--- src/rtl/fetch_sequencer.sv ---
// Instruction fetch sequencer for a single-issue execution stage.
// Fetches over a req/gnt + in-order rvalid port, buffers responses in a small
// in-order queue, issues one (pc, inst) per cycle and handles redirects from
// execution. A misaligned redirect target parks the block in HALT until reset.
//
//  state | meaning
//  ------+---------------------------------------------------------------
//  BOOT  | first cycle after reset, no request issued
//  RUN   | normal fetch / issue, redirects accepted
//  HALT  | misaligned redirect seen; no req/issue, outstanding rvalids absorbed
module fetch_sequencer #(
  parameter logic [31:0] RESET_PC = 32'h0000_0000,
  parameter int          DEPTH    = 2
) (
  input  logic        clk,
  input  logic        reset,
  output logic        imem_req,
  output logic [31:0] imem_addr,
  input  logic        imem_gnt,
  input  logic        imem_rvalid,
  input  logic [31:0] imem_rdata,
  input  logic        pc_v_x,
  input  logic [31:0] pc_x,
  input  logic        stall,
  output logic        inst_v_i,
  output logic [31:0] pc_i,
  output logic [31:0] inst_i,
  output logic        misalign
);

  localparam int AW = $clog2(DEPTH);
  localparam int CW = AW + 1;
  localparam logic [CW:0] L_DEPTH = (CW+1)'(DEPTH);

  typedef enum logic [1:0] {ST_BOOT, ST_RUN, ST_HALT} state_t;

  state_t          r_state;
  logic [31:0]     r_fetch_pc;
  logic [CW-1:0]   r_live;
  logic [CW-1:0]   r_drop;
  logic [CW-1:0]   r_occ;
  logic            r_misalign;

  // In-flight pc FIFO (written at grant) and issue queue (written at response)
  logic [31:0]     r_pf_pc  [DEPTH];
  logic [AW-1:0]   r_pf_head;
  logic [AW-1:0]   r_pf_tail;
  logic [31:0]     r_q_pc   [DEPTH];
  logic [31:0]     r_q_inst [DEPTH];
  logic [AW-1:0]   r_q_head;
  logic [AW-1:0]   r_q_tail;
  logic [31:0]     r_pc_hold;
  logic [31:0]     r_inst_hold;

  logic            w_redir;
  logic            w_grant;
  logic            w_keep;
  logic            w_has_drop;
  logic            w_has_occ;
  logic [CW:0]     w_occ_live;
  logic [CW:0]     w_live_drop;

  assign w_redir     = pc_v_x && (r_state == ST_RUN);
  assign w_has_drop  = (r_drop != '0);
  assign w_has_occ   = (r_occ != '0);
  assign w_occ_live  = {1'b0, r_occ}  + {1'b0, r_live};
  assign w_live_drop = {1'b0, r_live} + {1'b0, r_drop};

  assign imem_req  = (r_state == ST_RUN) && !pc_v_x &&
                     (w_occ_live < L_DEPTH) && (w_live_drop < L_DEPTH);
  assign imem_addr = r_fetch_pc;
  assign w_grant   = imem_req && imem_gnt;

  // Responses in the redirect cycle belong to the wrong path and are dropped
  assign w_keep    = imem_rvalid && !w_has_drop && !w_redir;

  assign inst_v_i  = w_has_occ && !stall && !pc_v_x && (r_state != ST_HALT);
  assign pc_i      = w_has_occ ? r_q_pc[r_q_head]   : r_pc_hold;
  assign inst_i    = w_has_occ ? r_q_inst[r_q_head] : r_inst_hold;
  assign misalign  = r_misalign;

  // FSM, fetch pc, credit counters and queue pointers
  always_ff @(posedge clk) begin
    if (reset) begin
      r_state    <= ST_BOOT;
      r_fetch_pc <= RESET_PC;
      r_live     <= '0;
      r_drop     <= '0;
      r_occ      <= '0;
      r_misalign <= 1'b0;
      r_pf_head  <= '0;
      r_pf_tail  <= '0;
      r_q_head   <= '0;
      r_q_tail   <= '0;
    end else if (w_redir) begin
      // Everything still in flight becomes wrong-path; an rvalid this cycle
      // retires one of them immediately.
      r_live    <= '0;
      r_drop    <= r_drop + r_live - CW'(imem_rvalid);
      r_occ     <= '0;
      r_pf_head <= '0;
      r_pf_tail <= '0;
      r_q_head  <= '0;
      r_q_tail  <= '0;
      if (pc_x[1:0] != 2'b00) begin
        r_state    <= ST_HALT;
        r_misalign <= 1'b1;
      end else begin
        r_fetch_pc <= pc_x;
      end
    end else begin
      if (r_state == ST_BOOT) r_state <= ST_RUN;
      if (w_grant) begin
        r_fetch_pc <= r_fetch_pc + 32'd4;
        r_pf_tail  <= r_pf_tail + AW'(1);
      end
      r_live <= r_live + CW'(w_grant) - CW'(w_keep);
      if (imem_rvalid && w_has_drop) r_drop <= r_drop - CW'(1);
      if (w_keep) begin
        r_pf_head <= r_pf_head + AW'(1);
        r_q_tail  <= r_q_tail + AW'(1);
      end
      if (inst_v_i) r_q_head <= r_q_head + AW'(1);
      r_occ <= r_occ + CW'(w_keep) - CW'(inst_v_i);
    end
  end

  // Storage arrays: contents are qualified by the counters, so no reset needed
  always_ff @(posedge clk) begin
    if (w_grant) r_pf_pc[r_pf_tail] <= r_fetch_pc;
    if (w_keep) begin
      r_q_pc[r_q_tail]   <= r_pf_pc[r_pf_head];
      r_q_inst[r_q_tail] <= imem_rdata;
    end
  end

  // Remember the last head so pc_i/inst_i hold while the queue is empty
  always_ff @(posedge clk) begin
    if (reset) begin
      r_pc_hold   <= '0;
      r_inst_hold <= '0;
    end else if (w_has_occ) begin
      r_pc_hold   <= r_q_pc[r_q_head];
      r_inst_hold <= r_q_inst[r_q_head];
    end
  end

endmodule
--- config.mk ---
export PLATFORM = sky130hd
export DESIGN_NAME = fetch_sequencer
export DESIGN_NICKNAME = d
export VERILOG_FILES = /design/src/rtl/fetch_sequencer.sv
export SDC_FILE = /design/constraint.sdc
export NUM_CORES = 1
export LEC_CHECK = 0
export ABC_AREA = 1
export CAP_MARGIN = 20
export CORE_ASPECT_RATIO = 1.2
export CORE_MARGIN = 2
export CORE_UTILIZATION = 23
export DETAILED_ROUTE_END_ITERATION = 8
export HOLD_SLACK_MARGIN = 0.08
export PLACE_DENSITY_LB_ADDON = 0.1
export SYNTH_ARGS = -nofsm -noshare
export SYNTH_HDL_FRONTEND = slang
export SYNTH_SLANG_ARGS = --single-unit
--- constraint.sdc ---
create_clock -name clk -period 6 [get_ports clk]
set_input_delay 1.2 -clock clk [delete_from_list [all_inputs] [get_ports clk]]
set_output_delay 1.2 -clock clk [all_outputs]
set_load 0.1 [all_outputs]
== After elaboration in Yosys (flattened, before gate mapping) ==
Memory sizes are Yosys's and may differ from the RTL's. A register that Yosys moved wholly into a read port is not among the register bits.
Index checks and enable logic that the tools add are counted.

* Add/sub/neg operators: 14
* $lt $le $gt $ge: 2
* Equality and inequality tests: 4
* Multiplexer cells: 20
* Reduce and logical (&&, ||, !) cells: 26

{| class="wikitable"
|+ Operator list
! operator !! count
|-
| $mux W32 || 5
|-
| $add A32 B3 Y32 const B || 1
|-
| $reduce_bool A2 Y1 || 6
|-
| $logic_and A1 B1 Y1 || 11
|-
| $mux W1 || 10
|-
| $mux W2 || 5
|-
| $add A2 B2 Y3 || 2
|-
| $lt A3 B2 Y1 const B || 2
|-
| $reduce_and A2 Y1 || 3
|-
| $sub A2 B1 Y2 || 3
|-
| $add A1 B1 Y1 const B || 4
|-
| $add A2 B1 Y2 || 2
|-
| $logic_not A1 Y1 || 4
|-
| $ne A2 B2 Y1 const B || 2
|-
| $add A2 B2 Y2 || 1
|-
| $eq A2 B1 Y1 const B || 1
|-
| $logic_not A2 Y1 || 1
|-
| $ne A2 B1 Y1 const B || 1
|-
| $reduce_or A2 Y1 || 1
|-
| $sub A2 B1 Y2 const B || 1
|}

* Register bits: 109
* Memory bits (writable): 192
* Bits of input ports: 70
* Word-level logic and storage cells: 81
* Memories kept: 3

{| class="wikitable"
|+ Memories
! name !! words !! width !! read ports !! clocked after memory_dff !! write ports !! RTL line !! RTL
|-
| r_pf_pc || 2 || 32 || 1 || 1 || 1 || 45 || <nowiki>logic [31:0] r_pf_pc [DEPTH];</nowiki>
|-
| r_q_inst || 2 || 32 || 1 || 1 || 1 || 49 || <nowiki>logic [31:0] r_q_inst [DEPTH];</nowiki>
|-
| r_q_pc || 2 || 32 || 1 || 1 || 1 || 48 || <nowiki>logic [31:0] r_q_pc [DEPTH];</nowiki>
|}

== Longest topological paths before layout ==
Gate-level depths: netlist of run 1.

* Depth in word-level cells: 7
* Depth in mapped cells: 12

== Worst setup path before layout of run 1 ==
OpenSTA, ideal clock, no wires.

* Path type: in2reg
* Start point: in pc_v_x
* End point: mem r_q_inst[1][0] (enable)
* Setup time: 0.488 ns
* Arrival time: 4.321 ns
* Data required time: 5.512 ns
* Path slack: 1.191 ns
* Stages on the path: 4
* Path buffers: 1
* Cells stage by stage: nand2_2 > buf_2 > nand2_1 > nor2_1

* Word-level cells in the longest chain between the ends: 5

{| class="wikitable"
|+ RTL lines
! item !! RTL line !! RTL
|-
| start, declared || 22 || <nowiki>input logic pc_v_x,</nowiki>
|-
| $logic_and A1 B1 Y1 || 63 || <nowiki>assign w_redir = pc_v_x && (r_state == ST_RUN);</nowiki>
|-
| $logic_not A1 Y1 || 75 || <nowiki>assign w_keep = imem_rvalid && !w_has_drop && !w_redir;</nowiki>
|-
| $logic_and A1 B1 Y1 || 75 ||
|-
| $mux W1 || 131 || <nowiki>if (w_keep) begin</nowiki>
|-
| $mux W1 (not written as such) || 133 || <nowiki>r_q_inst[r_q_tail] <= imem_rdata;</nowiki>
|-
| end, declared || 49 ||
|}

No other way between the ends.

== Final worst setup path of run 1 ==
* Start point: reg r_occ[1]
* End point: out pc_i[2]

* Word-level cells in the longest chain between the ends: 2

{| class="wikitable"
|+ RTL lines
! item !! RTL line !! RTL
|-
| start, declared || 41 || <nowiki>logic [CW-1:0] r_occ;</nowiki>
|-
| start signal, assigned || 124 || <nowiki>r_occ <= r_occ + CW'(w_keep) - CW'(inst_v_i);</nowiki>
|-
| $reduce_bool A2 Y1 || 65 || <nowiki>assign w_has_occ = (r_occ != '0);</nowiki>
|-
| $mux W32 || -- ||
|-
| end, declared || 26 || <nowiki>output logic [31:0] pc_i,</nowiki>
|}

No other way between the ends.

==> summary.txt, run 1 <==
Critical path
  – Required @ worst endpoint: between 4 and 5 ns
  – FF-to-FF path depth: 10
  – CP Class: flip-flop to primary output
  – CP startpoint kind: flip-flop
  – Worst EP arrival: around 3.5 ns
  – Crit end category: primary output
  – Crit path max fanout: 27

Timing
  – Fin. max-slew vios: 0
  – Worst slew margin: between 20% and 30%
  – Worst Skew: 0.0155 ns
  – Actual slew at the worst max-slew pin: 1.10 ns
  – Final setup fails: 0
  – Crit path time final: 4.65 ns
  – RSZ-0062 raised after global routing: no
  – Setup TNS: 0 ns
  – Final hold vios: 0
  – Fmax achieved: 215 MHz
  – Period utilisation layout: 77.5%

Place
  – Final GP Congestion: 0.757
  – DP Wirelength: 21,800 µm
  – PortBufs: 168

Global route
  – GR Overflow Total: 0
  – Largest net degree at the start of global routing: 77
  – Vias in the first global route: approximately 9,000
  – Global-route wire length before repair: 54,100 µm
  – Initial antenna violation count: 0
  – Tot GR Track Use: 12.9%

Final layout
  – Final #Nets: 1,402
  – Multi-input logic area: 3730 µm²
  – P&R area growth vs syn: 30.1%
  – # fillers: 5,527
  – Diode count: 0
  – Sequential cell area: around 8000 µm²
  – Share of cells above drive strength 1: 9.19%

Synthesis
  – Cell taking the most area after synthesis: edfxtp_1
  – Post-Synthesis Cells: 1,153
  – Cell Area, Synth: 12,200 µm²
  – Ys Warns: 0
  – Post-synth EDFFs: about 190
  – Top post-synthesis cells by count: nand2_1 (223), edfxtp_1 (192), a21oi_1 (163)
  – Syn_nets: 1,234
  – Yosys cell types: 35
  – Synthesized area per cell: 10.6 µm²
  – FFs w/ async S/R, synth: 0%
  – Most frequent cell after synthesis: nand2_1
  – Synth top area share: 47.3%
  – Yosys reg bits: just over 300
  – Seq/Total Area, Yosys: approximately two thirds
  – Synth area leaders: edfxtp_1 (47%), dfxtp_1 (18%), nand2_1 (6.9%)
  – Leading register cell type out of synthesis: edfxtp_1

Min path
  – Hold Path Class: flip-flop to flip-flop
  – Worst hold path stage count: 2

Clock network
  – Clock latency on the worst-skew pair: 0.55 ns
  – Worst-path clk slew: around 0.05 ns
  – Post-CTS Setup Inserts: 0
  – Hold Buf Count CTS: 0
  – TritonCTS buffer count: 37
  – CTS Buffer Depth: 3
  – # H-tree levels: 2
  – Post-CTS sizing: 0
  – CTS tree: built
  – Clock Sinks: 303
  – CTS Root Cell: clkbuf_16

Drt
  – Routed length per placed instance: 17.1 µm
  – Via count: 8,539
  – Drt total wl: 35,200 µm
  – ANT nets after route: 0
  – Vias per cell: 4.16
  – Router iterations before antenna repair: 4
  – DR iter-0 viols: 368
  – DRC: 0

Floorplanning
  – Core box area: around 52,000 µm²
  – Vert. Die Dim: 256 µm
  – Die Width: 214 µm
  – Initial Util: 23.2%
  – Die area: 54,900 µm²
  – FP Rows: 92
  – Ports: 169

Power and ir drop
  – Power, Total: 8.00 mW
  – Peak supply drop: 0.000229 V
  – Leak pwr: 5.63 nW
  – Pwr/cell area: 505 nW/µm²

Run
  – Max Cap Viol: 0

Outcome
  – Status: complete, no violations
## worst paths after layout
kind,slack (ns),to,startpoint
worst min-delay path,0.48,imem_addr[1],imem_addr[1]
worst max register to register,3.11,imem_addr[18],r_live[0]
worst max-delay path,1.35,pc_i[2],r_occ[1]
worst min register to register,0.48,imem_addr[1],imem_addr[1]
## power breakdown
group | switching (mW) | total [mW] | internal (mW)
Clock | 0.868 | 2.22 | 1.36
Combinational | 2.48 | 3.21 | 0.730
Sequential | 0.0837 | 2.57 | 2.49
Total | 3.43 | 8.00 | 4.57
## layout by cell type, fill, tap and decap left out, types with 4 or more instances in the layout
master	n
and2_1	65
a21oi_1	163
mux2_2	29
nand3_1	34
nor2_4	6
inv_1	49
buf_4	14
nand2_1	223
edfxtp_1	192
dfxtp_1	110
clkbuf_16	39
inv_2	5
clkinv_1	6
o21ai_1	7
nor2_2	6
clkinv_2	4
nor2_1	142
clkdlybuf4s50_1	168
clkbuf_1	12
ha_1	9
or2_2	4
xnor2_1	4
o21ai_0	24
## per-layer routing
metal | share of wire (%) | GRT usage [%]
met1 | 44 | 15.9
met2 | 49 | 22.2
met3 | 5.0 | 3.35
met4 | 2.3 | 3.84
met5 | 0 | 0
## worst max-delay path, cell delays in order (launching register included)
cell	delay (ns)
dfxtp_1	0.45
nor2_4	0.05
inv_2	0.43
buf_4	0.45
nor2_1	0.09
a21oi_1	0.23
clkdlybuf4s50_1	1.19
## final cells by class
type                    instances  share of cell area (%)
well taps                     705                    5.56
inverters                      54                    1.28
multi-input cells             740                    23.5
flip-flops and latches        303                    50.4
clock buffers                  54                    6.70
repair buffers                185                    11.6
clock inverters                14                   0.892
## metrics by stage
stage	cell area, µm²	std cells	worst slack [ns]	util (%)	hold WS [ns]
2_1_floorplan	12200	1153	1.19	-	0.455
6_report	15900	2055	1.35	30.2	0.477
4_1_cts	15900	2055	1.16	30.2	0.478
3_3_place_gp	14700	1987	1.58	27.9	0.469
3_5_place_dp	14700	1987	1.59	27.9	0.463
5_1_grt	15900	2055	1.06	30.2	0.516
## kinds of logic after synthesis
group | share of synthesized area [%]
DFF | 65.5
xor gates and xnor gates | 0.359
adders and majority gates | 1.25
buffers and inverters | 4.09
AOI/OAI and AO/OA | 8.30
muxes | 2.96
and+or+nand+nor | 17.5
## registers in the layout (all words and copies together), names as in the netlist, named ones only
name         cells
r_inst_hold     32
imem_addr       32
r_drop           2
r_pf_tail        1
r_pf_pc         64
r_pf_head        1
r_q_inst        64
r_live           2
r_q_tail         1
r_q_head         1
r_state          2
misalign         1
r_q_pc          64
r_pc_hold       32
r_occ            2
Note: power is estimated with default switching activity, not from simulation.
==> run 2: changes to the inputs <==
==> constraint.sdc (replaced) <==
create_clock -name clk -period 3.75 [get_ports clk]
set_input_delay 0.75 -clock clk [delete_from_list [all_inputs] [get_ports clk]]
set_output_delay 0.75 -clock clk [all_outputs]
set_load 0.1 [all_outputs]
==> summary.txt, run 2 (same netlist as run 1, synthesis figures left out) <==
Outcome
  – Status: complete, no violations

Final layout
  – Multi-input logic area: 3740 µm² (+0.13%)
  – Final Util: 30.8% (+0.57 points)
  – P&R area growth vs syn: 32.5%
  – # fillers: 5,393 (-2.4%)
  – Final #Nets: 1,405 (+0.21%)
  – Design Area, Final: 16,200 µm² (+1.9%)
  – Largest regs: r_pf_pc: 64 flops, r_q_inst: 64 flops, r_q_pc: 64 flops
  – Sequential cell area: 7990 µm² (unchanged)
  – Share of cells above drive strength 1: 15.5% (+6.3 points)
  – Commonest cells after routing, fill and taps aside: nand2_1 (223), edfxtp_1 (192), a21oi_1 (163)
  – Diode count: 0 (unchanged)
  – Final std cells w/o fill: 2,057 (+0.097%)
  – Most common cell after layout, fill and taps aside: nand2_1

Clock network
  – Hold Buf Count CTS: 0 (unchanged)
  – TritonCTS buffer count: 36 (-2.7%)
  – CTS Root Cell: clkbuf_16
  – # H-tree levels: 2 (unchanged)
  – Clock Sinks: 303 (unchanged)
  – Clock latency on the worst-skew pair: 0.55 ns (about the same)
  – CTS Buffer Depth: 3 (unchanged)
  – CTS tree: built
  – Post-CTS sizing: 0 (unchanged)
  – Post-CTS Setup Inserts: 0 (unchanged)
  – Worst-path clk slew: 0.06 ns (about the same)

Floorplanning
  – Initial Util: 23.2% (unchanged)
  – Die Width: 214 µm (unchanged)
  – Ports: 169 (unchanged)
  – Vert. Die Dim: 256 µm (unchanged)
  – Core box area: 52,500 µm² (unchanged)
  – FP Rows: 92 (unchanged)
  – Die area: 54,900 µm² (unchanged)

Global route
  – Tot GR Track Use: 13.3% (+0.40 points)
  – Largest net degree at the start of global routing: 65 (-16%)
  – GR Overflow Total: 0 (unchanged)
  – Vias in the first global route: 8,726 (-0.90%)
  – Global-route wire length before repair: 55,200 µm (+2.1%)
  – Initial antenna violation count: 0 (unchanged)

Timing
  – Fin Hold WS: 0.492 ns (+0.0155 ns)
  – Setup WS post-layout: 0.411 ns (-0.942 ns)
  – Final hold vios: 0 (unchanged)
  – Period utilisation layout: 89.1%
  – Fmax achieved: between 200 and 300 MHz
  – Worst slew margin: 32.3% (+6.1 points)
  – Crit path time final: 3.34 ns
  – Setup TNS: 0 ns (unchanged)
  – RSZ-0062 raised after global routing: no
  – Fin. max-slew vios: 0 (unchanged)
  – Actual slew at the worst max-slew pin: 1.01 ns (-0.0909 ns)
  – Final setup fails: 0 (unchanged)
  – Worst Skew: 0.0212 ns (+0.00570 ns)

Place
  – Place WS: 0.909 ns (-0.679 ns)
  – DP Wirelength: 22,400 µm (+2.8%)
  – Final GP Congestion: 0.753 (-0.44%)
  – Placed Area: 14,900 µm² (+2.0%)
  – Placed cells: 1,991 (+0.20%)
  – PortBufs: 168 (unchanged)

Critical path
  – CP Class: flip-flop to primary output
  – R2R Path End: r_live[1]
  – CP startpoint kind: flip-flop
  – Worst setup endpoint: inst_i[0]
  – Reg2Reg Setup Slack: 1.12 ns (-1.99 ns)
  – Worst EP arrival: 2.59 ns (-0.86 ns)
  – Required @ worst endpoint: 3.00 ns (-1.80 ns)
  – Crit path max fanout: 35 (+30%)
  – RR Startpoint: r_live[0]
  – Crit end category: primary output
  – FF-to-FF path depth: 11 (+1)

Drt
  – Routed length per placed instance: 17.7 µm (+3.4%)
  – Drt total wl: 36,400 µm (+3.5%)
  – DR iter-0 viols: 354 (-3.8%)
  – Router iterations before antenna repair: 4 (unchanged)
  – Vias per cell: 4.18 (+0.57%)
  – Via count: 8,596 (+0.67%)
  – DRC: 0 (unchanged)
  – ANT nets after route: 0 (unchanged)

Power and ir drop
  – Pwr/cell area: 823 nW/µm² (+63%)
  – Peak supply drop: 0.000402 V (+75%)
  – Power, Total: 13.3 mW (+66%)
  – Leak pwr: 5.91 nW (+5.0%)

Min path
  – Hold Path Class: flip-flop to flip-flop
  – Worst hold path stage count: 2 (unchanged)

Run
  – Max Cap Viol: 0 (unchanged)
[run 2: changes by cell type in the layout (fill, tap and decap cells not counted), sizes merged]
| cell | before | now |
|---|---|---|
| buf | 17 | 102 |
| bufinv | 3 | 4 |
| clkinv | 10 | 14 |
| clkinvlp | 0 | 1 |
| clkdlybuf4s50 | 168 | 87 |
| clkbuf | 54 | 47 |
| inv | 55 | 54 |
[run 2: worst min path at each step]
stage	from	endpoint	slack, ns
after floorplan	r_q_head	flip-flop	0.46
after global placement	r_q_head	r_q_head	0.47
after detailed placement	misalign	misalign	0.47
after CTS	misalign	misalign	0.49
after global routing	r_q_head	r_q_head	0.52
final	misalign	misalign	0.49
[run 2: final cells by class]
type / instances / share of cell area [%]
flip-flops and latches: 303 / 49.5
well taps: 705 / 5.46
multi-input cells: 740 / 23.1
clock inverters: 19 / 1.25
repair buffers: 189 / 13.2
inverters: 54 / 1.25
clock buffers: 47 / 6.22
[run 2: power by group]
group	total, mW	switching, mW	leakage, nW	internal (mW)
combinational	5.58	4.08	2.72	1.50
clock	3.60	1.43	0.584	2.17
sequential	4.12	0.137	2.60	3.98
[run 2: per-layer routing]
layer	vias to the layer above	GRT usage (%)	wire length [µm]
met3	43	2.94	1710
met2	198	23.2	17900
met4	0	3.82	706
met1	4126	16.4	16100
met5	-	0	0
li1	4229	-	-
[run 2: worst max-delay path: stages, from the launching register on]
cell,delay (ns)
dfxtp_2,0.33
buf_4,0.46
buf_4,0.50
a21oi_1,0.12
a21oi_1,0.25
buf_4,0.34
==> run 3: changes to the inputs <==
--- a/config.mk
+++ b/config.mk
@@ -8,7 +8,6 @@
 export ABC_AREA = 1
 export CAP_MARGIN = 20
 export CORE_ASPECT_RATIO = 1.2
-export CORE_MARGIN = 2
 export CORE_UTILIZATION = 23
 export DETAILED_ROUTE_END_ITERATION = 8
 export HOLD_SLACK_MARGIN = 0.08
==> summary.txt, run 3 (same netlist as run 1, synthesis figures left out) <==
Outcome
  – Status: complete, no violations

Clock network
  – Post-CTS sizing: 0 (unchanged)
  – CTS tree: built
  – Worst-path clk slew: 0.06 ns (about the same)
  – Post-CTS Setup Inserts: 0 (unchanged)
  – TritonCTS buffer count: 37 (+2.8%)
  – Clock latency on the worst-skew pair: 0.55 ns (about the same)
  – Hold Buf Count CTS: 0 (unchanged)
  – CTS Buffer Depth: 3 (unchanged)
  – Clock Sinks: 303 (unchanged)
  – CTS Root Cell: clkbuf_16
  – # H-tree levels: 2 (unchanged)

Final layout
  – Share of cells above drive strength 1: 15.6% (+0.12 points)
  – Most common cell after layout, fill and taps aside: nand2_1
  – Commonest cells after routing, fill and taps aside: nand2_1 (223), edfxtp_1 (192), a21oi_1 (163)
  – Final #Nets: 1,406 (+0.071%)
  – Design Area, Final: 16,600 µm² (+2.7%)
  – # fillers: 5,440 (+0.87%)
  – Largest regs: r_pf_pc: 64 flops, r_q_inst: 64 flops, r_q_pc: 64 flops
  – Diode count: 0 (unchanged)
  – Final Util: 31.6% (+0.82 points)
  – P&R area growth vs syn: 36.0%

Power and ir drop
  – Switching pwr: 5.73 mW (+1.4%)
  – Power, Total: 13.8 mW (+4.2%)
  – Combinational power share: 44.4% (+2.4 points)
  – Internal power: 8.12 mW (+6.2%)
  – Peak supply drop: 0.000346 V (-14%)
  – Pwr/cell area: 835 nW/µm² (+1.4%)
  – Leak pwr: 6.04 nW (+2.2%)
  – Sw Share: 41.4% (-1.1 points)
  – Share of total power in the clock network: 25.9% (-1.2 points)
  – Power share of the sequential group: 29.7% (-1.3 points)

Timing
  – Fin. max-slew vios: 0 (unchanged)
  – Worst Skew: 0.0206 ns (-0.000614 ns)
  – Final hold vios: 0 (unchanged)
  – Crit path time final: 3.33 ns (-0.0104 ns)
  – Actual slew at the worst max-slew pin: 0.990 ns (-0.0218 ns)
  – RSZ-0062 raised after global routing: no
  – Setup TNS: 0 ns (unchanged)
  – Worst slew margin: 33.8% (+1.5 points)
  – Setup WS post-layout: 0.421 ns (+0.0104 ns)
  – Fmax achieved: 300 MHz (+0.31%)
  – Period utilisation layout: 88.8% (-0.28 points)
  – Final setup fails: 0 (unchanged)

Drt
  – Routed length per placed instance: 17.4 µm (-1.4%)
  – ANT nets after route: 0 (unchanged)
  – Router iterations before antenna repair: 5 (+1)
  – DRC: 0 (unchanged)
  – Via count: 8,639 (+0.50%)
  – Drt total wl: 35,900 µm (-1.3%)
  – Vias per cell: 4.20 (+0.40%)
  – DR iter-0 viols: 456 (+29%)

Floorplanning
  – Die Width: 212 µm (-0.93%)
  – FP Rows: 92 (unchanged)
  – Core box area: 52,500 µm² (unchanged)
  – Die area: 53,900 µm² (-1.7%)
  – Initial Util: 23.2% (unchanged)
  – Ports: 169 (unchanged)
  – Vert. Die Dim: 254 µm (-0.78%)

Run
  – Max Cap Viol: 0 (unchanged)

Min path
  – Hold Path Class: flip-flop to flip-flop
  – Min-delay src: imem_addr[1]

Critical path
  – CP Class: flip-flop to primary output
  – Crit path max fanout: 29 (-17%)
  – Worst EP arrival: 2.58 ns (about the same)
  – Crit end category: primary output
  – Setup crit start: r_occ[1]
  – Required @ worst endpoint: 3.00 ns (about the same)
  – RR Startpoint: r_live[0]
  – CP startpoint kind: flip-flop

Global route
  – Tot GR Track Use: 13.6% (+0.28 points)
  – Vias in the first global route: 8,690 (-0.41%)
  – Initial antenna violation count: 0 (unchanged)
  – Global-route wire length before repair: 54,300 µm (-1.7%)
  – Largest net degree at the start of global routing: 65 (unchanged)
  – GR Overflow Total: 0 (unchanged)

Place
  – Placed Area: 15,400 µm² (+2.8%)
  – DP Wirelength: 22,500 µm (+0.50%)
  – PortBufs: 168 (unchanged)
  – Place WS: 0.880 ns (-0.0291 ns)
  – Final GP Congestion: 0.759 (+0.70%)
-- run 3: cell types whose count changed in the layout (fill, tap and decap cells not counted) --
cell | previous run | this run
buf_12 | 40 | 74
buf_4 | 62 | 28
clkbuf_1 | 7 | 13
clkinv_1 | 9 | 3
bufinv_16 | 4 | 2
clkbuf_16 | 38 | 40
clkbuf_8 | 2 | 4
clkinv_2 | 3 | 4
clkinv_8 | 1 | 0
clkinvlp_4 | 1 | 0
inv_6 | 0 | 1
-- run 3: per-layer routing --
layer  track usage, %  vias to the layer above  share of wire (%)
li1                 -                     4230                  -
met1             16.9                     4162                 45
met2             23.3                      192                 49
met3             2.81                       55                4.5
met4             4.29                        0                2.4
met5                0                        -                  0
-- run 3: final cells by class --
type / count / area, µm² / share of cell area, %
Sequential cell: 303 / 7990 / 48.2
Clock buffer: 57 / 1100 / 6.66
Timing Repair Buffer: 189 / 2560 / 15.4
Inverter: 54 / 203 / 1.22
Clock inverter: 11 / 109 / 0.656
Tap cell: 705 / 882 / 5.32
Multi-Input combinational cell: 740 / 3740 / 22.5
-- run 3: worst paths after layout --
path                       end  slack, ns  cells past startpoint
setup / recovery    inst_i[27]       0.42                      6
hold / removal    imem_addr[1]       0.48                      2
setup reg to reg     r_live[1]       1.15                     11
hold reg to reg   imem_addr[1]       0.48                      2
-- run 3: critical path: stages (launching register included) --
cell and delay [ns]:
dfxtp_1 0.44, nor2_4 0.05, inv_2 0.60, buf_4 0.30
nor2_1 0.05, a21oi_1 0.32, buf_12 0.23
-- run 3: power by group through the flow --
stage	combinational, mW	clock, mW	sequential, mW
after floorplan	3.83	0	4.24
after global placement	6.23	0	4.18
after detailed placement	6.23	0	4.19
after CTS	6.25	3.73	4.12
after global routing	6.45	3.85	4.15
final	6.15	3.58	4.12
-- run 3: metrics by stage --
stage	std cells	hold slack, ns
after floorplan	1153	0.464
after global placement	1991	0.468
after detailed placement	1991	0.475
after CTS	2059	0.489
after global routing	2059	0.510
final	2059	0.481
